<file path="config.mk">
export PLATFORM = sky130hd
export DESIGN_NAME = keypad_scanner
export DESIGN_NICKNAME = d
export VERILOG_FILES = /design/src/rtl/keypad_scanner.sv
export SDC_FILE = /design/constraint.sdc
export NUM_CORES = 1
export LEC_CHECK = 0
export ABC_CLOCK_PERIOD_IN_PS = 23400
export CAP_MARGIN = 20
export CORE_ASPECT_RATIO = 1.5
export CORE_MARGIN = 8
export CORE_UTILIZATION = 50
export CTS_CLUSTER_SIZE = 10
export DETAILED_ROUTE_END_ITERATION = 10
export PLACE_DENSITY = 0.77
export SYNTH_ARGS = -nofsm -noshare
export SYNTH_HDL_FRONTEND = slang
export SYNTH_SLANG_ARGS = --single-unit
</file>
<file path="constraint.sdc">
create_clock -name clk -period 23.4 [get_ports clk]
set_clock_uncertainty 0.05 [all_clocks]
set_input_delay 5.85 -clock clk [delete_from_list [all_inputs] [get_ports clk]]
set_output_delay 5.85 -clock clk [all_outputs]
set_load 0.01 [all_outputs]
</file>
<file path="src/rtl/keypad_scanner.sv">
// 4x4 keypad scanner: active-low row drive, synchronised column sampling, frame-level debounce.
// Latency: a steady key map is accepted one clock after DEBOUNCE_FRAMES identical frames complete.
// Backpressure: none; key_valid is a one-cycle pulse and the consumer must take it on that cycle.
module keypad_scanner #(
    parameter int SCAN_DIV        = 1000,
    parameter int DEBOUNCE_FRAMES = 4
) (
    input  logic        clk,
    input  logic        rst_n,
    input  logic [3:0]  col_in,
    output logic [3:0]  row_out,
    output logic [15:0] key_state,
    output logic [3:0]  key_code,
    output logic        key_valid,
    output logic        key_down
);

    localparam int DW = (SCAN_DIV > 1) ? $clog2(SCAN_DIV) : 1;
    localparam int MW = $clog2(DEBOUNCE_FRAMES + 1);

    localparam logic [DW-1:0] DWELL_LAST = DW'(SCAN_DIV - 1);
    localparam logic [DW-1:0] DWELL_ONE  = DW'(1);
    localparam logic [MW-1:0] MATCH_MAX  = MW'(DEBOUNCE_FRAMES);
    localparam logic [MW-1:0] MATCH_ONE  = MW'(1);

    // Column synchroniser; idle (all released) is all-ones.
    logic [3:0]    col_meta_q;
    logic [3:0]    col_sync_q;

    // Scan position.
    logic [DW-1:0] dwell_q;
    logic [1:0]    row_q;
    logic [3:0]    row_out_q;

    // Rows 0..2 of the frame in progress; row 3 is taken live on the completing cycle.
    logic [11:0]   frame_q;

    // Debounce state.
    logic [15:0]   cand_q;
    logic [MW-1:0] match_q;

    // Registered outputs.
    logic [15:0]   key_state_q;
    logic [3:0]    key_code_q;
    logic          key_valid_q;
    logic          key_down_q;

    logic          sample;
    logic          frame_done;
    logic [3:0]    cols_pressed;
    logic [15:0]   frame_full;
    logic          commit;
    logic [4:0]    cand_bits;
    logic [3:0]    cand_idx;

    assign sample       = (dwell_q == DWELL_LAST);
    assign frame_done   = sample && (row_q == 2'd3);
    assign cols_pressed = ~col_sync_q;
    assign frame_full   = {cols_pressed, frame_q};
    assign commit       = (match_q == MATCH_MAX) && (cand_q != key_state_q);

    assign row_out   = row_out_q;
    assign key_state = key_state_q;
    assign key_code  = key_code_q;
    assign key_valid = key_valid_q;
    assign key_down  = key_down_q;

    // Population count and index of the candidate map, used to recognise a lone key press.
    always_comb begin
        cand_bits = 5'd0;
        cand_idx  = 4'd0;
        for (int i = 0; i < 16; i++) begin
            if (cand_q[i]) begin
                cand_bits = cand_bits + 5'd1;
                cand_idx  = 4'(i);
            end
        end
    end

    // Two-flop synchroniser for the asynchronous column lines.
    always_ff @(posedge clk or negedge rst_n) begin
        if (!rst_n) begin
            col_meta_q <= 4'b1111;
            col_sync_q <= 4'b1111;
        end else begin
            col_meta_q <= col_in;
            col_sync_q <= col_meta_q;
        end
    end

    // Dwell counter and row rotation; row drive is registered so the pins never glitch.
    always_ff @(posedge clk or negedge rst_n) begin
        if (!rst_n) begin
            dwell_q   <= '0;
            row_q     <= 2'd0;
            row_out_q <= 4'b1110;
        end else if (sample) begin
            dwell_q   <= '0;
            row_q     <= row_q + 2'd1;
            row_out_q <= {row_out_q[2:0], row_out_q[3]};
        end else begin
            dwell_q   <= dwell_q + DWELL_ONE;
        end
    end

    // Capture the pressed columns of rows 0..2 at the end of each row's dwell.
    always_ff @(posedge clk or negedge rst_n) begin
        if (!rst_n) begin
            frame_q <= '0;
        end else if (sample) begin
            case (row_q)
                2'd0:    frame_q[3:0]  <= cols_pressed;
                2'd1:    frame_q[7:4]  <= cols_pressed;
                2'd2:    frame_q[11:8] <= cols_pressed;
                default: frame_q       <= frame_q;
            endcase
        end
    end

    // Frame-to-frame debounce: any mismatch restarts the count at one.
    always_ff @(posedge clk or negedge rst_n) begin
        if (!rst_n) begin
            cand_q  <= '0;
            match_q <= '0;
        end else if (frame_done) begin
            if (frame_full == cand_q) begin
                if (match_q != MATCH_MAX) begin
                    match_q <= match_q + MATCH_ONE;
                end
            end else begin
                cand_q  <= frame_full;
                match_q <= MATCH_ONE;
            end
        end
    end

    // Accept a stable map; report a press only for a lone key arriving from an empty keypad.
    always_ff @(posedge clk or negedge rst_n) begin
        if (!rst_n) begin
            key_state_q <= '0;
            key_code_q  <= 4'd0;
            key_valid_q <= 1'b0;
            key_down_q  <= 1'b0;
        end else begin
            key_valid_q <= 1'b0;
            if (commit) begin
                key_state_q <= cand_q;
                key_down_q  <= (cand_q != 16'd0);
                if ((key_state_q == 16'd0) && (cand_bits == 5'd1)) begin
                    key_valid_q <= 1'b1;
                    key_code_q  <= cand_idx;
                end
            end
        end
    end

endmodule

</file>
**Yosys cells after proc, flatten, opt, wreduce, memory -nomap -nowiden**

Index checks and enable logic that the tools add are counted.
W data, S select, Z words.

- Output and inout port bits: 26
- Bits in read-only memories: 0
- Bits in latches: 0
- Input bits: 6
- Bits in registers: 77
- Memories kept: 0
- Bits in writable memories: 0

- $add $sub $neg: 18
- Order comparisons: 0
- Shift-type cells: 0
- Mux-type cells: 36
- $mul: 0
- Divide/modulo/power cells: 0
- Equal/unequal tests: 10
- Reductions and logical operators: 12
- Bitwise gates (word level): 2

Operators by type and width:

| kind | count |
|---|---|
| $add A5 B1 Y5 const B | 15 |
| $mux W5 | 15 |
| $mux W4 | 12 |
| $eq A16 B16 Y1 | 1 |
| $logic_not A16 Y1 | 1 |
| $ne A16 B16 Y1 | 1 |
| $reduce_bool A16 Y1 | 1 |
| $reduce_and A2 Y1 | 6 |
| $add A10 B1 Y10 const B | 1 |
| $eq A10 B10 Y1 const B | 1 |
| $mux W10 | 1 |
| $mux W3 | 2 |
| $eq A5 B1 Y1 const B | 1 |
| $eq A2 B2 Y1 const B | 2 |
| $mux W1 | 4 |
| $mux W2 | 2 |
| $not A4 Y4 | 1 |
| $add A3 B1 Y3 const B | 1 |
| $eq A3 B3 Y1 const B | 1 |
| $logic_and A1 B1 Y1 | 3 |
| $ne A3 B3 Y1 const B | 1 |
| $add A2 B1 Y2 const B | 1 |
| $eq A2 B1 Y1 const B | 1 |
| $logic_not A2 Y1 | 1 |
| other kinds (2) | 2 |

**Depth between registers and ports, before layout**

Gate-level depths: netlist of the first run.

- Depth in word-level cells: 35
- Depth in mapped cells: 54
- Mapped depth without buffers: 54

**Worst setup path after synthesis of the first run**

No wires, ideal clock.

- Kind: register to register
- Start point: register cand_q[0]
- End point: register key_code_q[2], in the netlist key_code[2]
- Data required time: 23267 ps
- Clock period less this slack: 9467 ps
- Slack: 13933 ps
- Data arrival time: 9335 ps
- Cell stages (with the launch flop): 52
- Library setup time: 83 ps
- Path through: dfrtp_1 ha_1 nor2b_1 or2_2 ha_1 nand2b_1 o31a_1 ha_1 nand2_1 nand2_1 ha_1 nand2_1 and2_1 nand2_1 ha_1 nor2_1 a31oi_1 ha_1 [16 not listed] or2_2 inv_1 ha_1 nand2_1 o31ai_1 ha_1 mux2i_1 inv_1 ha_1 nand2_1 o21ai_0 ha_1 nand3b_1 o311ai_1 o2111ai_1 o311ai_2 o22ai_1 a31oi_1

- Longest elaborated chain between the ends: 34
- Elaborated cells on any way between the ends: 36
- Those cells by class: add/sub (15); eq/ne (2); mux (16); reduce/logical (3)

RTL lines:

| element | line | RTL |
|---|---|---|
| start, declared | 39 | `logic [15:0] cand_q;` |
| start signal, assigned | 131 | `cand_q <= frame_full;` |
| $mux W1 | 73 | `if (cand_q[i]) begin` |
| $add A5 B1 Y5 | 74 | `cand_bits = cand_bits + 5'd1;` |
| $mux W5 | 73 |  |
| $add A5 B1 Y5 | 74 |  |
| $mux W5 | 73 |  |
| $add A5 B1 Y5 | 74 |  |
| $mux W5 | 73 |  |
| $add A5 B1 Y5 | 74 |  |
| [18 not listed] | - |  |
| $mux W5 | 73 |  |
| $add A5 B1 Y5 | 74 |  |
| $mux W5 | 73 |  |
| $add A5 B1 Y5 | 74 |  |
| $mux W5 | 73 |  |
| $eq A5 B1 Y1 | 149 | `if ((key_state_q == 16'd0) && (cand_bits == 5'd1)) begin` |
| $logic_and A1 B1 Y1 | 149 |  |
| $reduce_and A2 Y1 (no source line) (*) | - |  |
| end signal, assigned | 151 | `key_code_q <= cand_idx;` |
| end, declared | 44 | `logic [3:0] key_code_q;` |

Mark *: on every way between the ends. The rest lies on a longest branch, timed or not.
A chain may end at the register's enable or synchronous reset.

**Worst setup path in the final report of the first run**

- Start point: register cand_q[0]
- End point: register key_code_q[1], in the netlist key_code[1]

Same word-level chain as after synthesis.

==> flow_metrics.env, run 1 <==
export IMPL_run_status="finished, final reports clean"
export IMPL_vias=4075
export IMPL_power_leakage_nw=2.70
export IMPL_antenna_found_initial=0
export IMPL_die_width_um=99.7
export IMPL_syn_nets=552
export IMPL_drv_cap=0
export IMPL_insertion_delay_ns=0.34
export IMPL_io_pins=32
export IMPL_htreeDepth=3
export IMPL_slew_headroom_pct=33.3
export IMPL_worst_path_buf_inv=3
export IMPL_postPlaceCellArea_um2=5680
export IMPL_ys_flop_type="dfrtp_1"
export IMPL_ant_nets=0
export IMPL_cts_resized=0
export IMPL_core_area_um2=10400
export IMPL_post_synth_top_count_cell="dfrtp_1"
export IMPL_wirelength_mm=12.2
export IMPL_cp_top_family="adder cells"
export IMPL_period_minus_slack_ns=10.78
export IMPL_async_flop_share_pct=100
export IMPL_synth_common_cells="66 x dfrtp_1, 56 x nand2_1, 45 x xnor2_1"
export IMPL_area_growth_pct=15.0
export IMPL_yosysUniqueCellTypes=71
export IMPL_diodes=0
export IMPL_stdcell_area_um2=6030
export IMPL_synth_top_area_share_pct=31.5
export IMPL_syn_inst=523
export IMPL_drive_gt1_share_pct=15.2
export IMPL_cp_start_kind="flop"
export IMPL_ys_warn_count=0
export IMPL_nets=577
export IMPL_gp_congestion=0.859
export IMPL_synth_edff_count=0
export IMPL_post_cts_buffers=0
export IMPL_firstDrtPassIters=4
export IMPL_pre_cts_ws_ns=12.66
export IMPL_overflow=0
export IMPL_synth_top_cell_by_area="dfrtp_1"
export IMPL_synthesis_area_um2=5250
export IMPL_synthMuxAreaShare_pct=7.89
export IMPL_yosysSeqAreaShare_pct=37.0
export IMPL_crit_arrival_ns=10.98
export IMPL_first_global_vias=4448
export IMPL_synthAdderAreaFrac_pct=5.48
export IMPL_synth_simple_gate_area_share_pct=17.6
export IMPL_rows=46
export IMPL_routed_via_density=5.85
export IMPL_fmax_mhz=92.8
export IMPL_power_per_cell_area_nw_per_um2=49.8
export IMPL_synth_xor_area_share_pct=16.8
export IMPL_start_util_pct=50.4
export IMPL_yosys_top_cells_area="dfrtp_1 31%, xnor2_1 7.5%, mux2_2 6.9%"
export IMPL_hpwlAfterDp_mm=9.04
export IMPL_rsz0062_at_grt="no"
export IMPL_drv_slew=0
export IMPL_cts_tree="yes"
export IMPL_synth_compound_area_share_pct=12.4
export IMPL_io_buffers=31
export IMPL_grt_pass1_wl_mm=20.8
export IMPL_path_class="reg2reg"
export IMPL_grt_usage_pct=18.4
export IMPL_hold_viol_final=0
export IMPL_vdd_drop_max_mv=0.0543
export IMPL_clock_path_buffers=2
export IMPL_path_common_cell="ha_1"
export IMPL_fin_ws_ns=12.62
export IMPL_fin_crit_sh_pct=46.1
export IMPL_synth_seq_cells=77
export IMPL_die_h_um=141
export IMPL_cts_sinks=77
export IMPL_avgRoutedWirePerCell_um=17.6
export IMPL_synth_area_per_cell_um2=10.0
export IMPL_drt_initial_drc_count=218
export IMPL_hold_worst_slack_ns=0.304
export IMPL_worstPathMaxFanout=8
export IMPL_hold_buffers=0
export IMPL_grt_max_degree=78
export IMPL_drc=0
export IMPL_synth_top_family_by_area="simple AND/OR/NAND/NOR gates"
export IMPL_clk_pin_slew_ns=0.06
export IMPL_clockRootBuffer="clkbuf_16"
export IMPL_setup_viol=0
export IMPL_max_stage_delay_ns=0.59
export IMPL_worst_slew_pin_slew_ns=0.989
export IMPL_fin_tns_setup_ns=0
export IMPL_cts_buffers=9
export IMPL_min_path_type="reg2reg"
export IMPL_crit_path_end_kind="flop"
export IMPL_worstPathRequired_ns=23.60
export IMPL_slowest_stage="o311ai_2"
export IMPL_fp_dieArea_um2=14100
[final timing paths]
kind                          startpoint             to  slack [ns]  cells past startpoint
hold reg to reg            col_meta_q[2]  col_sync_q[2]        0.30                      0
max in group asynchronous          rst_n       key_down       17.07                      1
setup / recovery               cand_q[0]    key_code[1]       12.62                     51
min in group asynchronous          rst_n     dwell_q[5]        5.60                      1
hold / removal             col_meta_q[2]  col_sync_q[2]        0.30                      0
setup reg to reg               cand_q[0]    key_code[1]       12.62                     51
[layer usage]
layer	up-vias	global-route usage (%)	wire length [um]
li1	1936	-	-
met1	1995	18.9	4720
met2	110	33.3	6660
met3	34	3.04	363
met4	0	12.1	493
met5	-	0	0
[final cells by class]
type,instances,area [um2]
well taps,144,180
inverters,17,63.8
repair buffers,34,330
multi-input cells,409,3170
clock inverters,4,95.1
clock buffers,12,256
fillers,856,4380
flip-flops and latches,77,1940
[cell usage in the layout, fill, tap and decap left out, drive strengths merged, types with 6 or more instances in the layout]
cell type / instances
dfrtp: 66
ha: 23
o21ai: 33
nand2: 56
nand2b: 7
clkbuf: 12
nand3: 17
nand4: 18
and2: 7
nor4: 9
xnor2: 48
nor2b: 6
mux2: 32
xor2: 22
dfstp: 11
nor2: 21
clkdlybuf4s50: 30
a21oi: 11
a31oi: 8
inv: 17
nor3: 9
[power breakdown]
part	internal (mW)	total [mW]	switching [mW]
Sequential	0.135	0.135	0.000842
Combinational	0.000970	0.00396	0.00298
Clock	0.110	0.161	0.0517
[per-stage QoR]
step / utilization (%) / std cells / power, mW
after CTS: 57.9 / 697 / 0.303
after floorplan: - / 523 / 0.138
final: 57.9 / 697 / 0.301
after detailed placement: 54.6 / 681 / 0.142
after global routing: 57.9 / 697 / 0.308
after global placement: 54.6 / 681 / 0.142
[registers in the layout (all words and copies together) (netlist names)]
signal      flops
cand_q         16
key_state      16
frame_q        12
dwell_q        10
col_meta_q      4
col_sync_q      4
key_code        4
row_out         4
match_q         3
row_q           2
key_down        1
key_valid       1
[cells by family (layout without fill, tap and decap cells)]
logic type	count (synthesis)	count (layout)
AOI/OAI and AO/OA	96	96
xor gates and xnor gates	79	79
adders and majority gates	23	23
buffers and inverters	37	67
DFF	77	77
muxes	37	37
and+or+nand+nor	174	174
(Power assumes the default switching activity.)
==> run 2, diff against run 1 <==
- ABC_CLOCK_PERIOD_IN_PS: 23400 -> 8800
- PLACE_DENSITY: 0.77 -> 0.8
- clock period: 23.4 -> 8.8 ns (I/O delays scaled with it)
==> flow_metrics.env, run 2 (same netlist as run 1, synthesis figures left out) <==
export IMPL_worstPathRequired_ns=8.99
export IMPL_crit_arrival_ns=9.88
export IMPL_avgRoutedWirePerCell_um=19.1
export IMPL_die_h_um=141
export IMPL_grt_pass1_wl_mm=24.1
export IMPL_r2r_end="key_code[0]"
export IMPL_period_minus_slack_ns=9.68
export IMPL_cts_tree="yes"
export IMPL_fp_dieArea_um2=14100
export IMPL_final_common_cell="buf_4"
export IMPL_fin_ws_ns=-0.882
export IMPL_clk_pin_slew_ns=0.06
export IMPL_final_cell_mix="109 x buf_4, 66 x dfrtp_1, 51 x nand2_1"
export IMPL_hold_path_end="col_sync_q[0]"
export IMPL_path_common_cell="ha_4"
export IMPL_htreeDepth=3
export IMPL_drv_slew=0
export IMPL_pre_cts_ws_ns=-0.765
export IMPL_gp_congestion=0.857
export IMPL_io_buffers=31
export IMPL_die_width_um=99.7
export IMPL_cts_sinks=77
export IMPL_min_path_type="reg2reg"
export IMPL_rsz0062_at_grt="yes"
export IMPL_dp_cells=713
export IMPL_area_growth_pct=36.0
export IMPL_slew_headroom_pct=35.7
export IMPL_grt_usage_pct=21.6
export IMPL_drt_initial_drc_count=272
export IMPL_holdPathStages=0
export IMPL_power_leakage_nw=3.26
export IMPL_fmax_mhz=103
export IMPL_overflow=0
export IMPL_worst_slew_pin_slew_ns=0.952
export IMPL_nets=682
export IMPL_cp_start_kind="flop"
export IMPL_routed_via_density=5.91
export IMPL_start_util_pct=50.4
export IMPL_stdcell_area_um2=7140
export IMPL_vias=4740
export IMPL_wirelength_mm=15.3
export IMPL_setup_viol=5
export IMPL_max_stage_delay_ns=0.43
export IMPL_drive_gt1_share_pct=35.3
export IMPL_rrSetupSlack_ns=-0.88
export IMPL_fin_tns_setup_ns=-3.88
export IMPL_postPlaceCellArea_um2=6050
export IMPL_slowest_stage="dfrtp_1"
export IMPL_first_global_vias=5071
export IMPL_clockRootBuffer="clkbuf_16"
export IMPL_firstDrtPassIters=5
export IMPL_diodes=0
export IMPL_core_area_um2=10400
export IMPL_insertion_delay_ns=0.34
export IMPL_crit_path_end_kind="flop"
export IMPL_antenna_found_initial=0
export IMPL_cts_buffers=9
export IMPL_r2r_start="cand_q[1]"
export IMPL_io_pins=32
export IMPL_vdd_drop_max_mv=0.157
export IMPL_clock_path_buffers=2
export IMPL_layout_cells_non_filler=802
export IMPL_run_status="finished with violations"
export IMPL_violations="setup timing"
export IMPL_drc=0
export IMPL_hold_viol_final=0
export IMPL_worstPathMaxFanout=8
export IMPL_worstHoldStart="col_meta_q[0]"
export IMPL_ant_nets=0
export IMPL_power_per_cell_area_nw_per_um2=108
export IMPL_rows=46
export IMPL_rr_worst_depth=54
export IMPL_path_class="reg2reg"
export IMPL_hpwlAfterDp_mm=9.42
export IMPL_grt_max_degree=78
export IMPL_drv_cap=0
export IMPL_fin_crit_sh_pct=110
run 2: where the power goes:
part	switching (mW)	internal (mW)	leakage, nW
Clock	0.136	0.264	0.156
Combinational	0.00799	0.00258	2.08
Sequential	0.00224	0.358	1.02
run 2: timing repair:
item | CTS | global route
hold buffers | 0 | 0
resized for setup | 17 | 19
setup endpoints to repair | 5 | 5
gates cloned | 0 | 0
buffers inserted | 62 | 11
pin swaps | 17 | 14
run 2: area by class of cell:
cell class,instances,area [um2]
multi-input combinational,409,3510
tap,144,180
timing repair buffer,139,1120
sequential,77,1940
clock buffer,13,260
fill,690,3280
clock inverter,3,67.6
inverter,17,63.8
run 2: worst max-delay path: cells and delay by family (launching register included):
kind                       cells  cell delay [ns]
muxes                          2             0.38
AOI/OAI and AO/OA             15             2.43
adders and majority gates     14             3.65
buffers and inverters          4             0.38
DFF                            1             0.43
and+or+nand+nor               19             2.24
run 2: layer usage:
layer	wire length, um	global-route usage [%]
met5	0	0
met4	1040	18.1
met3	764	4.27
met2	8090	38.6
met1	5390	20.9
run 2: worst max-delay path by stage:
stage	startpoint	to	slack, ns	cells past startpoint
floorplan	cand_q[0]	key_code[2]	-0.44	53
global route	cand_q[1]	key_code[0]	-1.26	54
finish	cand_q[1]	key_code[0]	-0.88	54
global placement	cand_q[1]	key_code[2]	-0.33	53
detailed placement	cand_q[1]	key_code[0]	-0.77	53
CTS	cand_q[0]	key_code[0]	-0.44	53
run 2: metrics by stage:
stage	util, %	hold WS, ns	power (mW)
CTS	66.8	0.305	0.775
detailed placement	58.1	0.297	0.377
global placement	58.1	0.296	0.376
global route	68.5	0.308	0.794
finish	68.5	0.304	0.770
floorplan	-	0.295	0.366
==> run 3, diff against run 2 <==
- CORE_MARGIN: 8 -> default
==> flow_metrics.env, run 3 (same netlist as run 1, synthesis figures left out) <==
export IMPL_run_status="finished with violations"
export IMPL_p_clk_share_pct=50.2
export IMPL_cts_tree="yes"
export IMPL_drc=0
export IMPL_cts_sinks=77
export IMPL_seqPwrFrac_pct=48.4
export IMPL_grt_usage_pct=27.2
export IMPL_hold_viol_final=0
export IMPL_avgRoutedWirePerCell_um=19.0
export IMPL_rr_worst_depth=53
export IMPL_io_pins=32
export IMPL_path_class="reg2reg"
export IMPL_period_minus_slack_ns=9.47
export IMPL_nets=671
export IMPL_clk_pin_slew_ns=0.06
export IMPL_start_util_pct=51.5
export IMPL_fin_tns_setup_ns=-2.72
export IMPL_io_buffers=31
export IMPL_clockRootBuffer="clkbuf_16"
export IMPL_crit_path_end="key_code[2]"
export IMPL_grt_max_degree=78
export IMPL_final_cell_mix="97 x buf_4, 66 x dfrtp_1, 50 x nand2_1"
export IMPL_wirelength_mm=15.0
export IMPL_fin_ws_ns=-0.674
export IMPL_antenna_found_initial=0
export IMPL_crit_arrival_ns=9.63
export IMPL_area_growth_pct=34.8
export IMPL_power_leakage_nw=3.20
export IMPL_vias=4736
export IMPL_gp_congestion=0.885
export IMPL_crit_path_end_kind="flop"
export IMPL_fin_crit_sh_pct=108
export IMPL_power_per_cell_area_nw_per_um2=105
export IMPL_vdd_drop_max_mv=0.150
export IMPL_drive_gt1_share_pct=35.2
export IMPL_rows=45
export IMPL_drt_initial_drc_count=275
export IMPL_p_sw_share_pct=20.9
export IMPL_firstDrtPassIters=5
export IMPL_worstPathMaxFanout=7
export IMPL_die_width_um=85.7
export IMPL_diodes=0
export IMPL_routed_via_density=6.01
export IMPL_overflow=0
export IMPL_cp_startpoint="cand_q[0]"
export IMPL_max_stage_delay_ns=0.42
export IMPL_intPower_mw=0.588
export IMPL_cp_start_kind="flop"
export IMPL_insertion_delay_ns=0.34
export IMPL_worst_slew_pin_slew_ns=0.939
export IMPL_ant_nets=0
export IMPL_hold_buffers=0
export IMPL_drv_cap=0
export IMPL_hpwlAfterDp_mm=9.04
export IMPL_rsz0062_at_grt="yes"
export IMPL_path_common_cell="ha_4"
export IMPL_drv_slew=0
export IMPL_setup_viol=5
export IMPL_first_global_vias=4793
export IMPL_fp_dieArea_um2=10900
export IMPL_r2r_start="cand_q[0]"
export IMPL_fmax_mhz=106
export IMPL_r2r_end="key_code[2]"
export IMPL_core_area_um2=10200
export IMPL_cts_buffers=9
export IMPL_htreeDepth=3
export IMPL_violations="setup timing"
export IMPL_grt_pass1_wl_mm=22.9
export IMPL_netSwitchingPower_mw=0.155
export IMPL_combPwrFrac_pct=1.4
export IMPL_min_path_type="reg2reg"
export IMPL_clock_path_buffers=2
export IMPL_slowest_stage="dfrtp_1"
export IMPL_final_common_cell="buf_4"
export IMPL_hold_worst_slack_ns=0.300
export IMPL_die_h_um=127
export IMPL_slew_headroom_pct=37.4
export IMPL_worstPathRequired_ns=8.96
export IMPL_rrSetupSlack_ns=-0.67
[run 3: changes by cell type in the layout (fill, tap and decap cells not counted), moves of 2 or more]
cell,change
nand2_2,+2
o21ai_2,+2
buf_4,-12
clkinv_4,+2
[run 3: through the flow]
step	std cells	util [%]	total power [mW]	setup slack (ns)	area (um2)
final	788	69.4	0.743	-0.674	7080
after global routing	788	69.4	0.762	-1.05	7080
after CTS	780	67.5	0.745	-0.344	6880
after detailed placement	713	59.5	0.377	-0.715	6070
after global placement	713	59.5	0.376	-0.327	6070
after floorplan	523	-	0.366	-0.440	5380
[run 3: how the worst min path moves through the flow]
| stage | from | endpoint | slack (ns) | depth (start not counted) |
|---|---|---|---|---|
| 2_1_floorplan | col_meta_q[0] | col_sync_q[0] | 0.30 | 0 |
| 3_3_place_gp | col_meta_q[1] | col_sync_q[1] | 0.30 | 0 |
| 3_5_place_dp | col_meta_q[2] | col_sync_q[2] | 0.30 | 0 |
| 4_1_cts | col_meta_q[3] | col_sync_q[3] | 0.31 | 0 |
| 5_1_grt | col_meta_q[3] | col_sync_q[3] | 0.31 | 0 |
| 6_report | col_meta_q[3] | col_sync_q[3] | 0.30 | 0 |
[run 3: repair_timing]
| action | 4_1_cts | 5_1_grt |
|---|---|---|
| setup endpoints to repair | 5 | 5 |
| pin swaps | 17 | 21 |
| resized for setup | 20 | 25 |
| setup buffers | 51 | 11 |
[run 3: area by class of cell]
cell class                      instances  area [um2]
Clock buffer                           11         243
Sequential cell                        77        1940
Multi-Input combinational cell        409        3550
Fill cell                             643        3110
Inverter                               17        63.8
Clock inverter                          5        60.1
Timing Repair Buffer                  128        1040
Tap cell                              141         176
[run 3: critical path, delay by kind of cell, from the launching register on]
family                     cells  cell delay [ns]
buffers and inverters          4             0.43
muxes                          2             0.38
and+or+nand+nor               19             2.33
DFF                            1             0.42
adders and majority gates     14             3.61
AOI/OAI and AO/OA             14             2.06
[run 3: power by group through the flow]
stage	registers [mW]	logic (mW)	clock network, mW
detailed placement	0.366	0.0109	0
global placement	0.366	0.0105	0
finish	0.360	0.0106	0.373
floorplan	0.365	0.00147	0
CTS	0.360	0.0109	0.374
global route	0.360	0.0122	0.390
[run 3: routing by layer]
metal  share of wire (%)  track usage, %  vias to the layer above
li1                    -               -                     2120
met4                 7.1            20.2                        0
met3                 4.9            4.26                       81
met5                   0               0                        -
met1                  36            28.7                     2313
met2                  52            48.1                      222
